`src/rtl/sumador_restador_serie.sv`:
```
// sumador_restador_serie
//   Digit-serial two's-complement add/subtract unit. A request in IDLE
//   latches both operands, then DIGIT bits are added per clock, LSB digit
//   first, until the full WIDTH-bit result is assembled. The result and
//   flags are held until the next operation completes.
//
//   Optional feature macro: SUMRES_SATURACION_EN
//     defined     -> on signed overflow, resultado clamps to the largest
//                    magnitude of entA's sign (0111..1 or 1000..0)
//     not defined -> plain modulo 2^WIDTH result
//
// Ports
//   clk        in   clock, rising edge
//   reset      in   synchronous active-high reset, discards any operation
//   sumar      in   add request (sampled in IDLE only)
//   restar     in   subtract request (sampled in IDLE only, wins over sumar)
//   entA       in   operand A, latched on acceptance
//   entM       in   operand M, latched on acceptance
//   ocupado    out  high while an operation is computing or finishing
//   listo      out  one-cycle pulse: resultado/acarreo/desborde valid
//   resultado  out  sum or difference
//   acarreo    out  carry out of the MSB (subtract: 1 = no borrow)
//   desborde   out  signed overflow
module sumador_restador_serie #(
  parameter int WIDTH = 8,
  parameter int DIGIT = 2
) (
  input  logic             clk,
  input  logic             reset,
  input  logic             sumar,
  input  logic             restar,
  input  logic [WIDTH-1:0] entA,
  input  logic [WIDTH-1:0] entM,
  output logic             ocupado,
  output logic             listo,
  output logic [WIDTH-1:0] resultado,
  output logic             acarreo,
  output logic             desborde
);

  localparam int NDIG = WIDTH / DIGIT;
  localparam int CW   = (NDIG > 1) ? $clog2(NDIG) : 1;
  localparam logic [CW-1:0] LAST = CW'(NDIG - 1);

  generate
    if ((WIDTH < 2) || (DIGIT < 1) || ((WIDTH % DIGIT) != 0)) begin : g_bad_params
      $error("sumador_restador_serie: WIDTH must be >= 2 and a multiple of DIGIT");
    end
  endgenerate

  typedef enum logic [1:0] {IDLE, CALC, DONE} state_t;

  state_t           state_reg;
  logic [WIDTH-1:0] a_reg;
  logic [WIDTH-1:0] b_reg;
  logic [WIDTH-1:0] acc_reg;
  logic [CW-1:0]    cnt_reg;
  logic             carry_reg;
  logic             ocupado_reg;
  logic             listo_reg;
  logic [WIDTH-1:0] resultado_reg;
  logic             acarreo_reg;
  logic             desborde_reg;
`ifdef SUMRES_SATURACION_EN
  logic             sign_a_reg;   // A shifts away during CALC; keep its sign for the clamp
`endif

  // Ripple-carry adder for one digit. c_chain[DIGIT-1] is the carry into
  // the digit's top bit, which in the last digit is the carry into the MSB.
  logic [DIGIT:0]   c_chain;
  logic [DIGIT-1:0] s_digit;

  assign c_chain[0] = carry_reg;

  generate
    for (genvar gi = 0; gi < DIGIT; gi++) begin : g_ripple
      assign s_digit[gi]   = a_reg[gi] ^ b_reg[gi] ^ c_chain[gi];
      assign c_chain[gi+1] = (a_reg[gi] & b_reg[gi]) | (c_chain[gi] & (a_reg[gi] ^ b_reg[gi]));
    end
  endgenerate

  // Sum digits enter at the top of the accumulator, so after NDIG shifts
  // the first (least significant) digit has landed at bit 0.
  logic [WIDTH-1:0] acc_next;
  logic [WIDTH-1:0] a_next;
  logic [WIDTH-1:0] b_next;

  generate
    if (DIGIT == WIDTH) begin : g_single_digit
      assign acc_next = s_digit;
      assign a_next   = '0;
      assign b_next   = '0;
    end else begin : g_multi_digit
      assign acc_next = {s_digit, acc_reg[WIDTH-1:DIGIT]};
      assign a_next   = {{DIGIT{1'b0}}, a_reg[WIDTH-1:DIGIT]};
      assign b_next   = {{DIGIT{1'b0}}, b_reg[WIDTH-1:DIGIT]};
    end
  endgenerate

  logic             ovf_next;
  logic [WIDTH-1:0] res_final;

  assign ovf_next = c_chain[DIGIT] ^ c_chain[DIGIT-1];

`ifdef SUMRES_SATURACION_EN
  assign res_final = !ovf_next  ? acc_next :
                     sign_a_reg ? {1'b1, {(WIDTH-1){1'b0}}} :
                                  {1'b0, {(WIDTH-1){1'b1}}};
`else
  assign res_final = acc_next;
`endif

  always_ff @(posedge clk) begin
    if (reset) begin
      state_reg     <= IDLE;
      a_reg         <= '0;
      b_reg         <= '0;
      acc_reg       <= '0;
      cnt_reg       <= '0;
      carry_reg     <= 1'b0;
      ocupado_reg   <= 1'b0;
      listo_reg     <= 1'b0;
      resultado_reg <= '0;
      acarreo_reg   <= 1'b0;
      desborde_reg  <= 1'b0;
`ifdef SUMRES_SATURACION_EN
      sign_a_reg    <= 1'b0;
`endif
    end else begin
      listo_reg <= 1'b0;
      case (state_reg)
        IDLE: begin
          if (sumar || restar) begin
            // Subtraction is A + ~M + 1: invert M here, inject the +1 as carry-in.
            a_reg       <= entA;
            b_reg       <= restar ? ~entM : entM;
            carry_reg   <= restar;
            cnt_reg     <= '0;
            ocupado_reg <= 1'b1;
            state_reg   <= CALC;
`ifdef SUMRES_SATURACION_EN
            sign_a_reg  <= entA[WIDTH-1];
`endif
          end
        end
        CALC: begin
          a_reg     <= a_next;
          b_reg     <= b_next;
          acc_reg   <= acc_next;
          carry_reg <= c_chain[DIGIT];
          cnt_reg   <= cnt_reg + 1'b1;
          if (cnt_reg == LAST) begin
            resultado_reg <= res_final;
            acarreo_reg   <= c_chain[DIGIT];
            desborde_reg  <= ovf_next;
            state_reg     <= DONE;
          end
        end
        DONE: begin
          ocupado_reg <= 1'b0;
          listo_reg   <= 1'b1;
          state_reg   <= IDLE;
        end
        default: begin
          state_reg <= IDLE;
        end
      endcase
    end
  end

  assign ocupado   = ocupado_reg;
  assign listo     = listo_reg;
  assign resultado = resultado_reg;
  assign acarreo   = acarreo_reg;
  assign desborde  = desborde_reg;

endmodule

```
`config.mk`:
```
export PLATFORM = sky130hd
export DESIGN_NAME = sumador_restador_serie
export DESIGN_NICKNAME = d
export VERILOG_FILES = /design/src/rtl/sumador_restador_serie.sv
export SDC_FILE = /design/constraint.sdc
export NUM_CORES = 1
export LEC_CHECK = 0
export ABC_AREA = 1
export BUFFER_PORTS_ARGS = -buffer_cell sky130_fd_sc_hd__buf_2
export CAP_MARGIN = 0
export CORE_UTILIZATION = 49
export DETAILED_ROUTE_END_ITERATION = 8
export GPL_TIMING_DRIVEN = 0
export PLACE_DENSITY_LB_ADDON = 0.25
export SLEW_MARGIN = 10
export SYNTH_ARGS = -nofsm -noshare
export SYNTH_HDL_FRONTEND = slang
export SYNTH_SLANG_ARGS = --single-unit
```
`constraint.sdc`:
```
create_clock -name clk -period 4.2 [get_ports clk]
set_input_delay 1.26 -clock clk [delete_from_list [all_inputs] [get_ports clk]]
set_output_delay 1.26 -clock clk [all_outputs]
set_load 0.01 [all_outputs]
```
# Yosys cells after proc, flatten, opt, wreduce, memory -nomap -nowiden

Cells that the tools add are included.

Muxes and demuxes: 15
Equal/unequal tests: 5
Add/sub/neg operators: 1
Bitwise operators: 12
Reductions and logical operators: 8

Operators with widths:

| cell                | number |
|---|---|
| $pmux 8 s2          | 2 |
| $mux 8              | 3 |
| $not 8->8           | 1 |
| $pmux 2 s2          | 2 |
| $reduce_and 2->1    | 4 |
| $mux 2              | 3 |
| $xor 1x1->1         | 5 |
| $and 1x1->1         | 4 |
| $eq 2x2->1 const B  | 2 |
| $ne 2x2->1 const B  | 2 |
| $pmux 1 s2          | 2 |
| $reduce_bool 2->1   | 2 |
| $mux 1              | 3 |
| $add 2x1->2 const B | 1 |
| $eq 2x1->1 const B  | 1 |
| $logic_not 2->1     | 1 |
| $or 1x1->1          | 2 |
| $logic_or 1x1->1    | 1 |

Bits in registers: 41
Output and inout bits: 12
Logic and storage cells: 52
Input port bits: 20

# Logic depth before layout (Yosys ltp)

Gate-level depths: netlist of run 1.

Depth in word-level cells: 6
Gate-level depth with buffers: 8
Gate-level depth less buffers: 7

# Worst setup path after synthesis of run 1

OpenSTA, ideal clock, no wires.

Kind: input to register
Start point: input restar
End point: register b_reg[1]
Buffers on the path: 1
Data arrival time: 1.870 ns
Slack: 2.221 ns
Data required time: 4.091 ns
Setup time: 0.109 ns
Stages on the path: 7
Path through: buf_4 -> nor2_1 -> nor2_4 -> nand2_1 -> nand3_1 -> nand2_1 -> inv_1

Word-level cells in the longest chain between the ends: 3
Elaborated cells on any way between the ends: 6
Classes of those cells: eq/ne: 1; mux: 3; reduce/logical: 2

Ends and longest elaborated chain:

| item                                                  | line     | text |
|---|---|---|
| start: declaration                                    | 31       | `input logic restar,` |
| $mux 8 / $logic_or 1x1->1 (equally long branches)     | 136, 133 |  |
| $mux 8 / $ne 2x2->1 (equally long branches)           | n/a      |  |
| $pmux 8 s2 / $reduce_and 2->1 (equally long branches) | n/a      |  |
| end signal: assignment                                | 136      | `b_reg <= restar ? ~entM : entM;` |
| end signal: assignment                                | 148      | `b_reg <= b_next;` |
| end: declaration                                      | 55       | `logic [WIDTH-1:0] b_reg;` |

Several ways; a longest one is shown, not always the timed one. The select of a mux whose other input is x is not followed.
A chain may end at the register's enable or synchronous reset.

# Worst setup path in the final report of run 1

Start point: register acarreo_reg (netlist: acarreo)
End point: output acarreo

RTL lines:

| item                     | line | text |
|---|---|---|
| start: declaration       | 62   | `logic acarreo_reg;` |
| start signal: assignment | 154  | `acarreo_reg <= c_chain[DIGIT];` |
| end: declaration         | 37   | `output logic acarreo,` |

No word-level cell between the ends.

==> results of run 1 <==
-- layer usage --
layer | vias up | GRT usage [%]
li1 | 843 | -
met1 | 750 | 28.0
met2 | 33 | 37.7
met3 | 5 | 7.04
met4 | 0 | 8.57
met5 | - | 0
-- power by group --
group          total, mW  internal (mW)  switching, mW  leakage, nW
Sequential         0.412          0.396         0.0157        0.320
Combinational      0.133         0.0525         0.0805        0.700
Clock              0.309          0.186          0.123       0.0525
-- Yosys cell counts (all sizes together) --
cell    n
nand2  69
dfxtp  39
nor2   37
inv    27
o21ai  25
nand3  19
a21oi  13
buf    11
fa      2
xor2    2
ha      1
nor3    1
xnor2   1
-- cell type report --
| class | instances | area, um2 | share of cell area (%) |
|---|---|---|---|
| well taps | 46 | 57.6 | 2.78 |
| repair buffers | 30 | 150 | 7.24 |
| flip-flops and latches | 39 | 781 | 37.7 |
| clock buffers | 6 | 41.3 | 1.99 |
| multi-input cells | 170 | 795 | 38.3 |
| plain buffers | 11 | 85.1 | 4.10 |
| clock inverters | 2 | 60.1 | 2.90 |
| inverters | 27 | 104 | 5.01 |
-- worst min-delay path by stage --
| stage | startpoint | to | cells past startpoint |
|---|---|---|---|
| finish | acc_reg[4] | resultado[2] | 2 |
| global route | acc_reg[4] | resultado[2] | 2 |
| CTS | acc_reg[4] | resultado[2] | 2 |
| detailed placement | acc_reg[4] | resultado[2] | 2 |
| global placement | acc_reg[4] | resultado[2] | 2 |
| floorplan | cnt_reg[0] | cnt_reg[0] | 1 |
-- cells by family (layout without fill, tap and decap cells) --
family          after synthesis  count (layout)
buf+inv                      38              76
fa+ha+maj                     3               3
flops                        39              39
simple gates                126             126
compound gates               38              38
xor+xnor                      3               3
-- tightest hold or removal path, stage by stage, from the launching register on --
cell and delay, ns:
dfxtp_1 0.34, nand2_1 0.06, nand2_1 0.04
==> run_results.csv, run 1 <==
group,metric,value,unit
status,status,"finished clean",
global_route,grtUsageTotal,22.9,%
yosys,syn_nets,270,
timing,period_share,49.8,%
critical_path,cp_cell_sequence,"buf_2",
critical_path,r2r_start,"a_reg[0]",
timing,setup_violations,0,
floorplanning,core,0.00339,mm2
cells_and_area,final_util,61.2,%
critical_path,slowest_stage,"dfxtp_1",
cts,post-cts-setup-buffers,0,
yosys,synth_largest_area_cell,"dfxtp_1",
global_route,grt_pass1_vias,1491,
timing,rsz0062_at_grt,"no",
placed_design,placed_cell_area,0.00197,mm2
worst_hold_path,hold_path_class,"reg -> reg",
floorplanning,die_h,62.0,um
critical_path,cp_slowest_stage_delay,0.36,ns
cts,cts-resized-gates,0,
cts,clock_sinks,39,
timing,hold_viol_final,0,
routing,detail_route.first_pass.iterations,4,
timing,drv_slew,0,
cts,clk_pin_slew,0.12,ns
timing,fin_setup_tns,0,ns
placed_design,place_inst,323,
routing,routed_wl,3770,um
cells_and_area,final_cell_mix,"nand2_1 (66), dfxtp_1 (39), nor2_1 (35), buf_2 (35), inv_1 (24)",
yosys,synth_top_family_by_area,"simple AND/OR/NAND/NOR gates",
cts,hold_buffers,0,
floorplanning,start_util,52.0,%
cts,cts_tree,"yes",
global_route,overflow,0,
global_route,antenna_found_initial,0,
cts,clockRootBuffer,"clkbuf_4",
critical_path,crit_cells,1,
routing,via_per_inst,4.93,
placed_design,place_hpwl,2670,um
yosys,yosys_warnings,0,
cells_and_area,fin_cells,331,
routing,wl_per_cell,11.4,um
critical_path,path_buf_inv,1,
critical_path,crit_type,"reg -> out",
critical_path,cp_top_family,"flip-flops",
timing,fin_crit,2.09,ns
placed_design,dp_slack,2.00,ns
timing,worstMarginPinSlew,0.241,ns
global_route,grt_max_degree,13,
critical_path,worstSetupEndpointType,"output port",
pwr,power_density,412,mW/mm2
pwr,p_leak,1.07,nW
timing,slew-limit-headroom,83.9,%
yosys,seq_area_frac_synth,44.3,%
critical_path,critPathLaunch,"acarreo",
global_route,grt_first_pass_wirelength,6290,um
critical_path,r2r_setup_slack,2.51,ns
routing,drtIter0Drc,144,
cells_and_area,final_common_cell,"nand2_1",
yosys,synth_compound_area_share,10.8,%
critical_path,arrival,0.83,ns
floorplanning,die_area,0.00384,mm2
placed_design,portBuffers,30,
critical_path,startpoint_type,"flip-flop",
yosys,synth-seq-cells,39,
yosys,yosys.cell_types.count,21,
placed_design,place_congestion,0.822,
cells_and_area,final_area,0.00207,mm2
routing,via_count,1631,
cells_and_area,drive_gt1_share,19.6,%
pwr,ir_drop,0.000216,V
cells_and_area,n_antenna_cell,0,
routing,wl_met2,1790,um
routing,ant_nets,0,
critical_path,worstPathMaxFanout,2,
yosys,synthMuxAreaShare,0,%
cells_and_area,fill_cells,338,
cts,cts_buffer_depth,2,
cts,htree_levels,2,
timing,setup_slack,2.11,ns
critical_path,r2r-end,"desborde",
yosys,synth_simple_gate_area_share,29.8,%
yosys,netlist_instances,247,
critical_path,reg2reg_depth,5,
timing,whs,0.476,ns
floorplanning,chipWidth,62.0,um
routing,dr_wl_met3,132,um
routing,drc,0,
timing,fmax,0.478,GHz
critical_path,crit_path_end,"acarreo",
cts,cts_made_buffers,5,
routing,wl_met1,1810,um
yosys,synth.cell_area,0.00176,mm2
cells_and_area,final_nets,307,
routing,top_layer,"met4",
yosys,synthAdderAreaFrac,2.98,%
cells_and_area,area_growth,17.5,%
yosys,yosysTopAreaCellShare,44.3,%
yosys,synth_area_leaders,"dfxtp_1 (44%), nand2_1 (14%), nor2_1 (7.4%)",
job,cap_viol_max_count,0,
timing,clock_skew,0.00797,ns
pwr,totalPowerFinal,854,uW
yosys,synth-xor-area-share,1.49,%
cts,worst_skew_pair.late_latency,0.34,ns
yosys,avgSynthCellArea,7.14,um2
floorplanning,rows,21,
critical_path,cp_data_required_time,2.94,ns
floorplanning,ios,32,
No activity file was read; power rests on OpenSTA's default activity.
==> run 2: changes to the inputs <==
ABC_AREA = 0   (was 1)
clock period = 1.95 ns   (was 4.2 ns; I/O delays follow)
==> run_results.csv, run 2 <==
group,metric,value,unit
status,status,"finished clean",
global_route,overflow,0,
placed_design,portBuffers,30,
floorplanning,rows,21,
yosys,yosys_warnings,0,
yosys,synthTopCellsByCount,"dfxtp_1 (39), nand2_1 (33), a21oi_1 (23)",
floorplanning,die_h,61.0,um
yosys,avgSynthCellArea,8.61,um2
pwr,totalPowerFinal,1.50,mW
timing,fmax,0.555,GHz
routing,via_count,1502,
global_route,grt_use_met3,5.76,%
yosys,synth_ff_type,"dfxtp_1",
job,cap_viol_max_count,0,
cells_and_area,final_common_cell,"dfxtp_1",
routing,routed_wl,3630,um
cts,worst_skew_pair.late_latency,0.35,ns
timing,fin_crit,1.80,ns
critical_path,critPathLaunch,"a_reg[0]",
critical_path,arrival,2.08,ns
placed_design,place_hpwl,2580,um
critical_path,r2r_start,"a_reg[0]",
yosys,synth_area_leaders,"dfxtp_1 (46%), nand2_1 (7.3%), a21oi_1 (6.8%)",
worst_hold_path,hold_path_class,"reg -> reg",
critical_path,startpoint_type,"flip-flop",
cells_and_area,fin_cells,282,
timing,fin_setup_tns,0,ns
global_route,grt_first_pass_wirelength,5930,um
cts,clk_pin_slew,0.12,ns
pwr,p_leak,0.760,nW
timing,hold_viol_final,0,
routing,drtIter0Drc,128,
yosys,seq_area_frac_synth,45.8,%
timing,slew-limit-headroom,68.1,%
placed_design,place_inst,274,
cts,clock_sinks,39,
critical_path,worstPathMaxFanout,3,
pwr,ir_drop,0.000438,V
global_route,grt_use_met2,33.0,%
worst_hold_path,min_from,"resultado[0]",
cells_and_area,drive_gt1_share,20.8,%
cells_and_area,final_nets,258,
floorplanning,die_area,0.00372,mm2
yosys,synth_edf_count,0,
yosys,yosysMostFrequentCell,"dfxtp_1",
cts,cts_made_buffers,5,
timing,rsz0062_at_grt,"no",
global_route,grt_max_degree,13,
cells_and_area,area_growth,15.3,%
routing,wl_per_cell,12.9,um
global_route,busiest_layer,"met2",
timing,clock_skew,0.00595,ns
timing,period_share,92.4,%
cts,clockRootBuffer,"clkbuf_4",
routing,via_per_inst,5.33,
floorplanning,ios,32,
global_route,grt_pass1_vias,1298,
critical_path,worstSetupEndpointType,"flip-flop",
critical_path,cp_data_required_time,2.23,ns
placed_design,place_congestion,0.857,
pwr,power_density,765,mW/mm2
yosys,yosys.cell_types.count,30,
yosys,yosysTopAreaCellShare,45.8,%
cts,post-cts-setup-buffers,0,
yosys,synth-seq-cells,39,
routing,detail_route.first_pass.iterations,4,
cts,cts_buffer_depth,2,
floorplanning,start_util,51.1,%
cts,cts_tree,"yes",
timing,drv_slew,0,
cells_and_area,n_antenna_cell,0,
yosys,syn_nets,221,
cts,cts-resized-gates,0,
cts,htree_levels,2,
global_route,grt_util_met1,31.1,%
routing,drc,0,
cts,hold_buffers,0,
floorplanning,core,0.00334,mm2
critical_path,crit_type,"reg -> reg",
global_route,antenna_found_initial,0,
timing,setup_violations,0,
cells_and_area,final_cell_mix,"dfxtp_1 (39), buf_2 (37), nand2_1 (33)",
routing,ant_nets,0,
timing,worstMarginPinSlew,0.478,ns
yosys,synth_largest_area_cell,"dfxtp_1",
yosys,async_flop_share,0,%
floorplanning,chipWidth,61.0,um
yosys,netlist_instances,198,
global_route,grtUsageTotal,22.2,%
yosys,synth.cell_area,0.00170,mm2
[run 2: changes by cell type after synthesis, sizes merged, moves of 10 or more]
cell,previous run,this run
o21ai,25,9
a21oi,13,24
a211oi,0,13
nor2,37,11
nand3,19,4
nor2b,0,10
inv,27,7
nand2,69,33
[run 2: logic make-up (layout without fill, tap and decap cells)]
kind of cell | after synthesis | after routing | share of synthesized area (%)
and+or+nand+nor | 65 | 65 | 17.2
adders and majority gates | 3 | 3 | 3.08
buffers and inverters | 22 | 60 | 6.31
xor gates and xnor gates | 3 | 3 | 1.54
AOI/OAI and AO/OA | 66 | 66 | 26.1
DFF | 39 | 39 | 45.8
[run 2: layer usage]
metal	share of wire, %	routed length (um)
met1	51	1850
met2	43	1550
met3	5.0	183
met4	0.94	34
met5	0	0
[run 2: worst max-delay path: stages (launching register included)]
cell and delay [ns]:
dfxtp_1 0.37, inv_1 0.07, fa_1 0.48, fa_1 0.46
xnor2_1 0.15, a211oi_1 0.21
[run 2: area by class of cell]
class | instances | area, um2
timing repair buffer | 30 | 150
fill | 325 | 1370
buffer | 15 | 81.3
clock inverter | 2 | 12.5
clock buffer | 6 | 41.3
inverter | 7 | 26.3
sequential | 39 | 781
tap | 46 | 57.6
multi-input combinational | 137 | 816
[run 2: path summary, 6_finish.rpt]
path	end	slack, ns	cells past startpoint
setup / recovery	desborde	0.15	5
hold / removal	resultado[0]	0.46	2
setup reg to reg	desborde	0.15	5
hold reg to reg	resultado[0]	0.46	2
[run 2: through the flow]
stage	worst slack (ns)	hold WS, ns	area (um2)	util, %
global placement	0.180	0.441	1910	57.3
CTS	0.153	0.464	1970	58.9
finish	0.148	0.462	1970	58.9
global route	0.0484	0.481	1970	58.9
floorplan	0.291	0.427	1700	-
detailed placement	0.179	0.444	1910	57.3
[run 2: power breakdown]
part	internal (mW)	total, mW	switching [mW]
logic	0.0965	0.223	0.127
clock network	0.139	0.410	0.270
registers	0.843	0.872	0.0285
total	1.08	1.50	0.426
